--- config.mk ---
export PLATFORM = sky130hd
export DESIGN_NAME = func_identifier
export DESIGN_NICKNAME = d
export VERILOG_FILES = /design/src/rtl/func_identifier.sv
export SDC_FILE = /design/constraint.sdc
export NUM_CORES = 1
export LEC_CHECK = 0
export ABC_CLOCK_PERIOD_IN_PS = 1200
export BUFFER_PORTS_ARGS = -buffer_cell sky130_fd_sc_hd__buf_4
export CORE_MARGIN = 2
export CORE_UTILIZATION = 35
export DETAILED_ROUTE_END_ITERATION = 10
export PLACE_DENSITY_LB_ADDON = 0.12
export RECOVER_POWER = 100
export SETUP_SLACK_MARGIN = 0.15
export SKIP_LAST_GASP = 1
export SLEW_MARGIN = 25
export SYNTH_ARGS = -nofsm -noshare
export SYNTH_HDL_FRONTEND = slang
export SYNTH_SLANG_ARGS = --single-unit
--- constraint.sdc ---
create_clock -name clk -period 1.2 [get_ports clk]
set_input_delay 0.06 -clock clk [delete_from_list [all_inputs] [get_ports clk]]
set_output_delay 0.06 -clock clk [all_outputs]
set_load 0.05 [all_outputs]
--- src/rtl/func_identifier.sv ---
`default_nettype none
// ============================================================================
// Module   : func_identifier
// Purpose  : Drives a/b through all four combinations into a 2-input function
//            unit, captures the response and decodes it back to the select code
//            (00=OR, 01=NOR, 10=XOR, 11=XNOR). FUNC_ID_RETRY_EN adds one silent
//            re-probe after an unrecognised truth vector.
// Revision : 1.0 - initial release
// ============================================================================
module func_identifier #(
    parameter int SETTLE = 1
) (
    input  logic       clk,
    input  logic       rst_n,
    input  logic       start,
    input  logic       s_in,
    output logic       probe_a,
    output logic       probe_b,
    output logic       busy,
    output logic       done,
    output logic [1:0] op_code,
    output logic       valid,
    output logic       error
);

    localparam logic [3:0] c_vec_or    = 4'b1110;
    localparam logic [3:0] c_vec_nor   = 4'b0001;
    localparam logic [3:0] c_vec_xor   = 4'b0110;
    localparam logic [3:0] c_vec_xnor  = 4'b1001;
    localparam logic [3:0] c_settle_last = 4'(SETTLE - 1);

    typedef enum logic [1:0] {
        S_IDLE   = 2'd0,
        S_PROBE  = 2'd1,
        S_DECODE = 2'd2
    } state_t;

    state_t     r_state;
    logic [1:0] r_idx;
    logic [3:0] r_cnt;
    logic [3:0] r_vec;
    logic       w_match;
    logic [1:0] w_op;
`ifdef FUNC_ID_RETRY_EN
    logic       r_retry_pend;
    logic       r_retried;
`endif

    always_comb begin
        w_match = 1'b1;
        w_op    = 2'b00;
        case (r_vec)
            c_vec_or:   w_op = 2'b00;
            c_vec_nor:  w_op = 2'b01;
            c_vec_xor:  w_op = 2'b10;
            c_vec_xnor: w_op = 2'b11;
            default:    w_match = 1'b0;
        endcase
    end

    always_ff @(posedge clk) begin
        if (!rst_n) begin
            r_state <= S_IDLE;
            r_idx   <= 2'd0;
            r_cnt   <= 4'd0;
            r_vec   <= 4'd0;
            probe_a <= 1'b0;
            probe_b <= 1'b0;
            busy    <= 1'b0;
            done    <= 1'b0;
            op_code <= 2'b00;
            valid   <= 1'b0;
            error   <= 1'b0;
`ifdef FUNC_ID_RETRY_EN
            r_retry_pend <= 1'b0;
            r_retried    <= 1'b0;
`endif
        end else begin
            done <= 1'b0;
            case (r_state)
                S_IDLE: begin
`ifdef FUNC_ID_RETRY_EN
                    // A pending retry behaves like an internally issued start.
                    if (r_retry_pend) begin
                        r_retry_pend <= 1'b0;
                        r_state      <= S_PROBE;
                        r_idx        <= 2'd0;
                        r_cnt        <= 4'd0;
                        r_vec        <= 4'd0;
                        probe_a      <= 1'b0;
                        probe_b      <= 1'b0;
                    end else
`endif
                    if (start) begin
                        r_state <= S_PROBE;
                        r_idx   <= 2'd0;
                        r_cnt   <= 4'd0;
                        r_vec   <= 4'd0;
                        probe_a <= 1'b0;
                        probe_b <= 1'b0;
                        busy    <= 1'b1;
                        op_code <= 2'b00;
                        valid   <= 1'b0;
                        error   <= 1'b0;
`ifdef FUNC_ID_RETRY_EN
                        r_retried <= 1'b0;
`endif
                    end
                end
                S_PROBE: begin
                    if (r_cnt == c_settle_last) begin
                        r_cnt        <= 4'd0;
                        r_vec[r_idx] <= s_in;
                        if (r_idx == 2'd3) begin
                            r_state <= S_DECODE;
                            probe_a <= 1'b0;
                            probe_b <= 1'b0;
                        end else begin
                            r_idx              <= r_idx + 2'd1;
                            {probe_a, probe_b} <= r_idx + 2'd1;
                        end
                    end else begin
                        r_cnt <= r_cnt + 4'd1;
                    end
                end
                S_DECODE: begin
`ifdef FUNC_ID_RETRY_EN
                    if (!w_match && !r_retried) begin
                        r_retried    <= 1'b1;
                        r_retry_pend <= 1'b1;
                        r_state      <= S_IDLE;
                    end else
`endif
                    begin
                        r_state <= S_IDLE;
                        done    <= 1'b1;
                        busy    <= 1'b0;
                        valid   <= w_match;
                        error   <= ~w_match;
                        op_code <= w_op;
                    end
                end
                default: r_state <= S_IDLE;
            endcase
        end
    end

endmodule
`default_nettype wire

==> results of run 1 <==
[what timing repair did]
action / in CTS / in global routing
gates resized for setup: 10 / 20
setup endpoints to repair: 17 / 17
hold buffers: 0 / 0
buffers inserted: 1 / 1
pin swaps: 3 / 6
[how the worst min path moves through the flow]
stage	startpoint	to	slack [ps]	cells after the start
global route	s_in	r_vec[0]	110	3
global placement	s_in	r_vec[3]	400	3
CTS	s_in	r_vec[0]	80	3
finish	s_in	r_vec[0]	90	3
floorplan	s_in	r_vec[0]	260	2
detailed placement	s_in	r_vec[3]	390	3
[metrics by stage]
| stage | util (%) | setup TNS, ps |
|---|---|---|
| after detailed placement | 43.1 | 0 |
| after global placement | 43.1 | 0 |
| after global routing | 48.9 | -173 |
| final | 48.9 | -38.4 |
| after CTS | 46.2 | -0.0363 |
| after floorplan | - | 0 |
[area by class of cell]
| class | count | area (sq um) |
|---|---|---|
| Inverter | 7 | 26.3 |
| Multi-Input combinational cell | 76 | 661 |
| Timing Repair Buffer | 24 | 178 |
| Sequential cell | 20 | 409 |
| Tap cell | 31 | 38.8 |
| Clock buffer | 4 | 36.3 |
| Fill cell | 272 | 1410 |
[registers in the layout, summed over array words and instances (netlist names)]
register	cells
op_code	2
probe_a	1
busy	1
r_state	2
error	1
r_cnt	4
r_idx	2
r_vec	4
done	1
probe_b	1
valid	1
[placed cells by master, fill, tap and decap left out, types with 4 or more instances in the layout]
master and n:
inv_1 4, dfxtp_1 15, nand3_1 16, clkbuf_2 7, buf_6 4, dfxtp_2 4
mux2i_1 6, nand4_1 5, nand2_1 7, buf_4 13
[power by group through the flow]
stage / Sequential (mW) / Combinational, mW / Clock (mW)
2_1_floorplan: 0.734 / 0.0944 / 0
3_3_place_gp: 0.711 / 0.171 / 0
3_5_place_dp: 0.712 / 0.170 / 0
4_1_cts: 0.698 / 0.184 / 0.416
5_1_grt: 0.702 / 0.212 / 0.433
6_report: 0.699 / 0.196 / 0.401
[metal layers]
metal	routed length [um]	GRT usage [%]
met5	0	0
met4	18	3.99
met3	62	2.01
met2	927	20.5
met1	1040	17.6
[critical path: stages, from the launching register on]
cell	delay (ps)
dfxtp_2	340
inv_2	60
ha_4	130
buf_4	120
nand4bb_1	180
nand4_1	200
o311ai_4	100
[cells by family after synthesis]
family	count (synthesis)	synth area share (%)
AO/OA/AOI/OAI	15	11.7
adder cells (fa/ha/maj)	6	7.44
flip-flops	20	39.7
buffers and inverters	14	6.33
AND/OR/NAND/NOR	49	28.9
multiplexers	6	5.96
==> summary.md, run 1 <==
| Metric | Value |
|---|---|
| Final worst setup slack | `-38.4 ps` |
| Sequential fraction of the synthesis area | `about two fifths` |
| Final non-filler cell total | `approximately 160` |
| Vias in the first global route | `about 770` |
| Pleak | `between 0.5 and 0.6 nW` |
| CP Class | `reg -> reg` |
| Post-synth EDFFs | `0` |
| Share of layout cells above drive strength 1 | `42.7%` |
| Max FO, Critical Path | `3` |
| Io pins | `12` |
| Synth Flop Type | `dfxtp_1` |
| Largest area contributor in the netlist | `dfxtp_1` |
| Via Count | `approximately 840` |
| Reg2reg start | `r_cnt[1]` |
| Critical Path End | `probe_b` |
| Initial antenna violation count | `0` |
| Pwr Total | `1.30 mW` |
| Tot GR Track Use | `12.7%` |
| Tightest Pin Transition | `291 ps` |
| Post-Syn Instances | `between 100 and 150` |
| Placed Instances | `approximately 160` |
| Drt first pass iters | `5` |
| Status | `finished with violations` |
| CTS tree | `built` |
| F_max | `808 MHz` |
| Global-route wire length before repair | `3340 um` |
| Routability cong. | `roughly 0.73` |
| Sw power | `344 uW` |
| H-Tree Depth | `1` |
| MaxCap Viol Count | `0` |
| Hold Violations, Final | `0` |
| PD cells | `961 nW/um^2` |
| Clk Latency, worst-skew pair | `roughly 300 ps` |
| R2R Setup Slk | `-40 ps` |
| Slew Limit Headroom | `80.6%` |
| Worst setup path startpoint | `r_cnt[1]` |
| WL per Instance | `between 10 and 15 um` |
| Hold Slack | `~94 ps` |
| Synth Area per Inst | `slightly above 9 sq um` |
| Syn Std Cell Area | `~1000 sq um` |
| Yosys reg bits | `20` |
| Ys async rst share | `0%` |
| Synth unique cells | `29` |
| CP Capture Type | `flop` |
| Fin area | `approximately 1300 sq um` |
| Top post-synthesis cells by area | `dfxtp_1 40%, nand3_1 8.4%, ha_1 7.4%` |
| Most common cell in the netlist | `dfxtp_1` |
| Final Critical Period | `approximately 1200 ps` |
| Antenna diode count | `0` |
| Largest net degree at the start of global routing | `30` |
| Die width | `~58 um` |
| Sequential share of power | `a little over half` |
| CP arrival | `around 1400 ps` |
| CP required | `between 1000 and 1500 ps` |
| Clock Sinks | `20` |
| Synth-to-layout area growth | `33.7%` |
| Clock power share | `between 30 and 40%` |
| Worst VDD drop | `0.540 mV` |
| Die H | `between 50 and 60 um` |
| Worst slack at placement | `23.1 ps` |
| Max-slew violations | `0` |
| Top cells by count, synth | `20 x dfxtp_1, 17 x nand3_1, 8 x nand2_1, 7 x inv_1` |
| Placed cell area | `1190 sq um` |
| Setup crit start kind | `flop` |
| Root buffer cell | `clkbuf_4` |
| Pint | `~950 uW` |
| Die area | `3330 sq um` |
| CTS buffer count | `3` |
| # setup viols final | `1` |
| Failing checks | `negative setup slack` |
| RR Endpoint | `probe_b` |
| RSZ-0062 raised after global routing | `yes` |
| Clk_skew | `3.98 ps` |
| Final ANT Viol Nets | `0` |
| Wirelength, routed | `2050 um` |
| Starting Density | `a little over a third` |
| Detailed Route Iter0 Violations | `19` |
| Final nets | `142` |
| Vias per cell | `5.21` |
| Gate power share | `15.1%` |
| Top-area cell type share of the netlist area | `between 30% and 40%` |
| CORE AREA | `around 2800 sq um` |
| Syn_nets | `120` |
| Clock Pin Slew Worst Setup and Hold Paths | `about 120 ps` |
| Row Count | `19` |
| R2R depth | `6` |
| Clock buffer depth | `2` |
| Tcrit/Tclk final | `103%` |
| Number of synthesis warnings | `0` |
| Worst min path class | `in -> reg` |
| Input/output buffers | `11` |
| Total grt overflow | `0` |
| DRC Markers | `0` |
| DP Wirelength | `1470 um` |
| Switching share of total power | `roughly a quarter` |
Note: power is estimated with default switching activity, not from simulation.
==> run 2, diff against run 1 <==
==> constraint.sdc (replaced) <==
create_clock -name clk -period 1.2 [get_ports clk]
set_input_delay 0.06 -clock clk [delete_from_list [all_inputs] [get_ports clk]]
set_output_delay 0.06 -clock clk [all_outputs]
set_load 0.02 [all_outputs]
==> run 2 against run 1 <==
- the flow still finishes with violations (negative setup slack)
- register-to-register slack hardly changed
- final area down 0.93%
- sequential power is essentially flat
- critical path depth unchanged
- fmax about the same
- first-iteration DRC count is 16% lower
- non-clock buffer count is the same
- die area is the same
- highest routed layer unchanged
- global-route usage is the same
- clock skew is essentially flat
- hold slack about the same
- critical path type unchanged
==> summary.md, run 2 (same netlist as run 1, synthesis figures left out) <==
| Metric | Value |
|---|---|
| Hold Violations, Final | `0 (unchanged)` |
| Final worst setup slack | `-39.1 ps (-0.710 ps)` |
| Slew Limit Headroom | `80.8% (+0.25 points)` |
| Hold Path Stages | `3 (unchanged)` |
| Vias in the first global route | `765 (unchanged)` |
| Clock Sinks | `20 (unchanged)` |
| RSZ-0062 raised after global routing | `yes` |
| Pwr Total | `1.28 mW (-1.5%)` |
| CTS tree | `built` |
| Clk_skew | `4.46 ps (+0.476 ps)` |
| MaxCap Viol Count | `0 (unchanged)` |
| Global-route wire length before repair | `3340 um (unchanged)` |
| Commonest non-fill, non-tap cell in the layout | `nand3_1` |
| DP Wirelength | `1470 um (unchanged)` |
| Worst VDD drop | `0.542 mV (+0.31%)` |
| Drt first pass iters | `5 (unchanged)` |
| Max-slew violations | `0 (unchanged)` |
| Initial antenna violation count | `0 (unchanged)` |
| Largest net degree at the start of global routing | `30 (unchanged)` |
| CTS Hold Bufs | `0 (unchanged)` |
| Input/output buffers | `11 (unchanged)` |
| H-Tree Depth | `1 (unchanged)` |
| CP Capture Type | `flop` |
| Row Count | `19 (unchanged)` |
| Die width | `57.7 um (unchanged)` |
| Detailed Route Iter0 Violations | `16 (-3)` |
| Worst min path class | `in -> reg` |
| Total grt overflow | `0 (unchanged)` |
| CORE AREA | `2760 sq um (unchanged)` |
| Setup crit start kind | `flop` |
| CP required | `1390 ps (about the same)` |
| Tightest Pin Transition | `288 ps (-3.79 ps)` |
| CP arrival | `1420 ps (about the same)` |
| Die H | `57.7 um (unchanged)` |
| WL per Instance | `12.6 um (+0.15%)` |
| Wirelength, routed | `2050 um (+0.15%)` |
| PD cells | `956 nW/um^2 (-0.55%)` |
| Pleak | `0.534 nW (-5.0%)` |
| Io pins | `12 (unchanged)` |
| Clk Latency, worst-skew pair | `300 ps (about the same)` |
| Worst slack at placement | `23.1 ps (unchanged)` |
| Tot GR Track Use | `12.7% (unchanged)` |
| Max FO, Critical Path | `3 (unchanged)` |
| Die area | `3330 sq um (unchanged)` |
| Clock Pin Slew Worst Setup and Hold Paths | `120 ps (about the same)` |
| R2R depth | `6 (unchanged)` |
| CP Class | `reg -> reg` |
| Root buffer cell | `clkbuf_4` |
| Routability cong. | `0.730 (unchanged)` |
| Clock buffer depth | `2 (unchanged)` |
| Failing checks | `negative setup slack` |
| DRC Markers | `0 (unchanged)` |
| Antenna diode count | `0 (unchanged)` |
| Starting Density | `36.6% (unchanged)` |
| Status | `finished with violations` |
| Final nets | `142 (unchanged)` |
| Final Core Density | `48.5% (-0.45 points)` |
| Final Critical Period | `1240 ps (+0.710 ps)` |
| Vias per cell | `5.22 (+0.24%)` |
| Biggest regs | `r_cnt: 4 flops, r_vec: 4 flops` |
| CTS buffer count | `3 (unchanged)` |
| Most frequent cells in the layout | `16 x nand3_1, 15 x dfxtp_1, 12 x buf_4` |
| Synth-to-layout area growth | `32.5%` |
| Share of layout cells above drive strength 1 | `36.6% (-6.1 points)` |
| Final ANT Viol Nets | `0 (unchanged)` |
| F_max | `807 MHz (about the same)` |
| Via Count | `846 (+0.24%)` |
| # setup viols final | `1 (unchanged)` |
| Tcrit/Tclk final | `103% (about the same)` |
[run 2: cell count changes in the layout (fill, tap and decap cells not counted), sizes merged]
cell,change
buf,-1
clkbuf,+1
[run 2: layout make-up]
cell class	instances	area, sq um
Clock buffer	4	36.3
Fill cell	277	1420
Inverter	7	26.3
Multi-Input combinational cell	76	661
Sequential cell	20	409
Tap cell	31	38.8
Timing Repair Buffer	24	165
[run 2: worst max-delay path: stages (launching register included)]
cell and delay (ps):
dfxtp_2 340, inv_2 60, ha_4 130, buf_4 120
nand4bb_1 180, nand4_1 200, o311ai_4 100
[run 2: per-stage QoR]
stage / cells / instance area [sq um] / hold WS (ps) / TNS, ps
final: 162 / 1340 / 94.4 / -39.1
after global routing: 162 / 1340 / 114 / -173
after CTS: 161 / 1270 / 76.2 / -0.0363
after detailed placement: 156 / 1190 / 394 / 0
after global placement: 156 / 1190 / 397 / 0
after floorplan: 110 / 1030 / 263 / 0
[run 2: worst paths after layout]
| check | from | endpoint | slack [ps] |
|---|---|---|---|
| max | r_cnt[1] | probe_b | -40 |
| min | s_in | r_vec[0] | 90 |
| max reg2reg | r_cnt[1] | probe_b | -40 |
| min reg2reg | error | error | 490 |
[run 2: layer usage]
metal / vias up / global-route usage, % / routed length, um
li1: 435 / - / -
met1: 401 / 17.6 / 1040
met2: 8 / 20.5 / 926
met3: 2 / 2.01 / 60
met4: 0 / 3.99 / 18
met5: - / 0 / 0
[run 2: what timing repair did]
action | 4_1_cts | 5_1_grt
pin swaps | 3 | 6
endpoints found under the setup margin | 17 | 17
gates resized for setup | 10 | 20
buffers inserted | 1 | 1
[run 2: power breakdown]
part | internal [mW] | switching [mW] | leakage [nW]
sequential | 0.680 | 0.0186 | 0.165
clock | 0.185 | 0.217 | 0.0210
combinational | 0.0839 | 0.0928 | 0.349
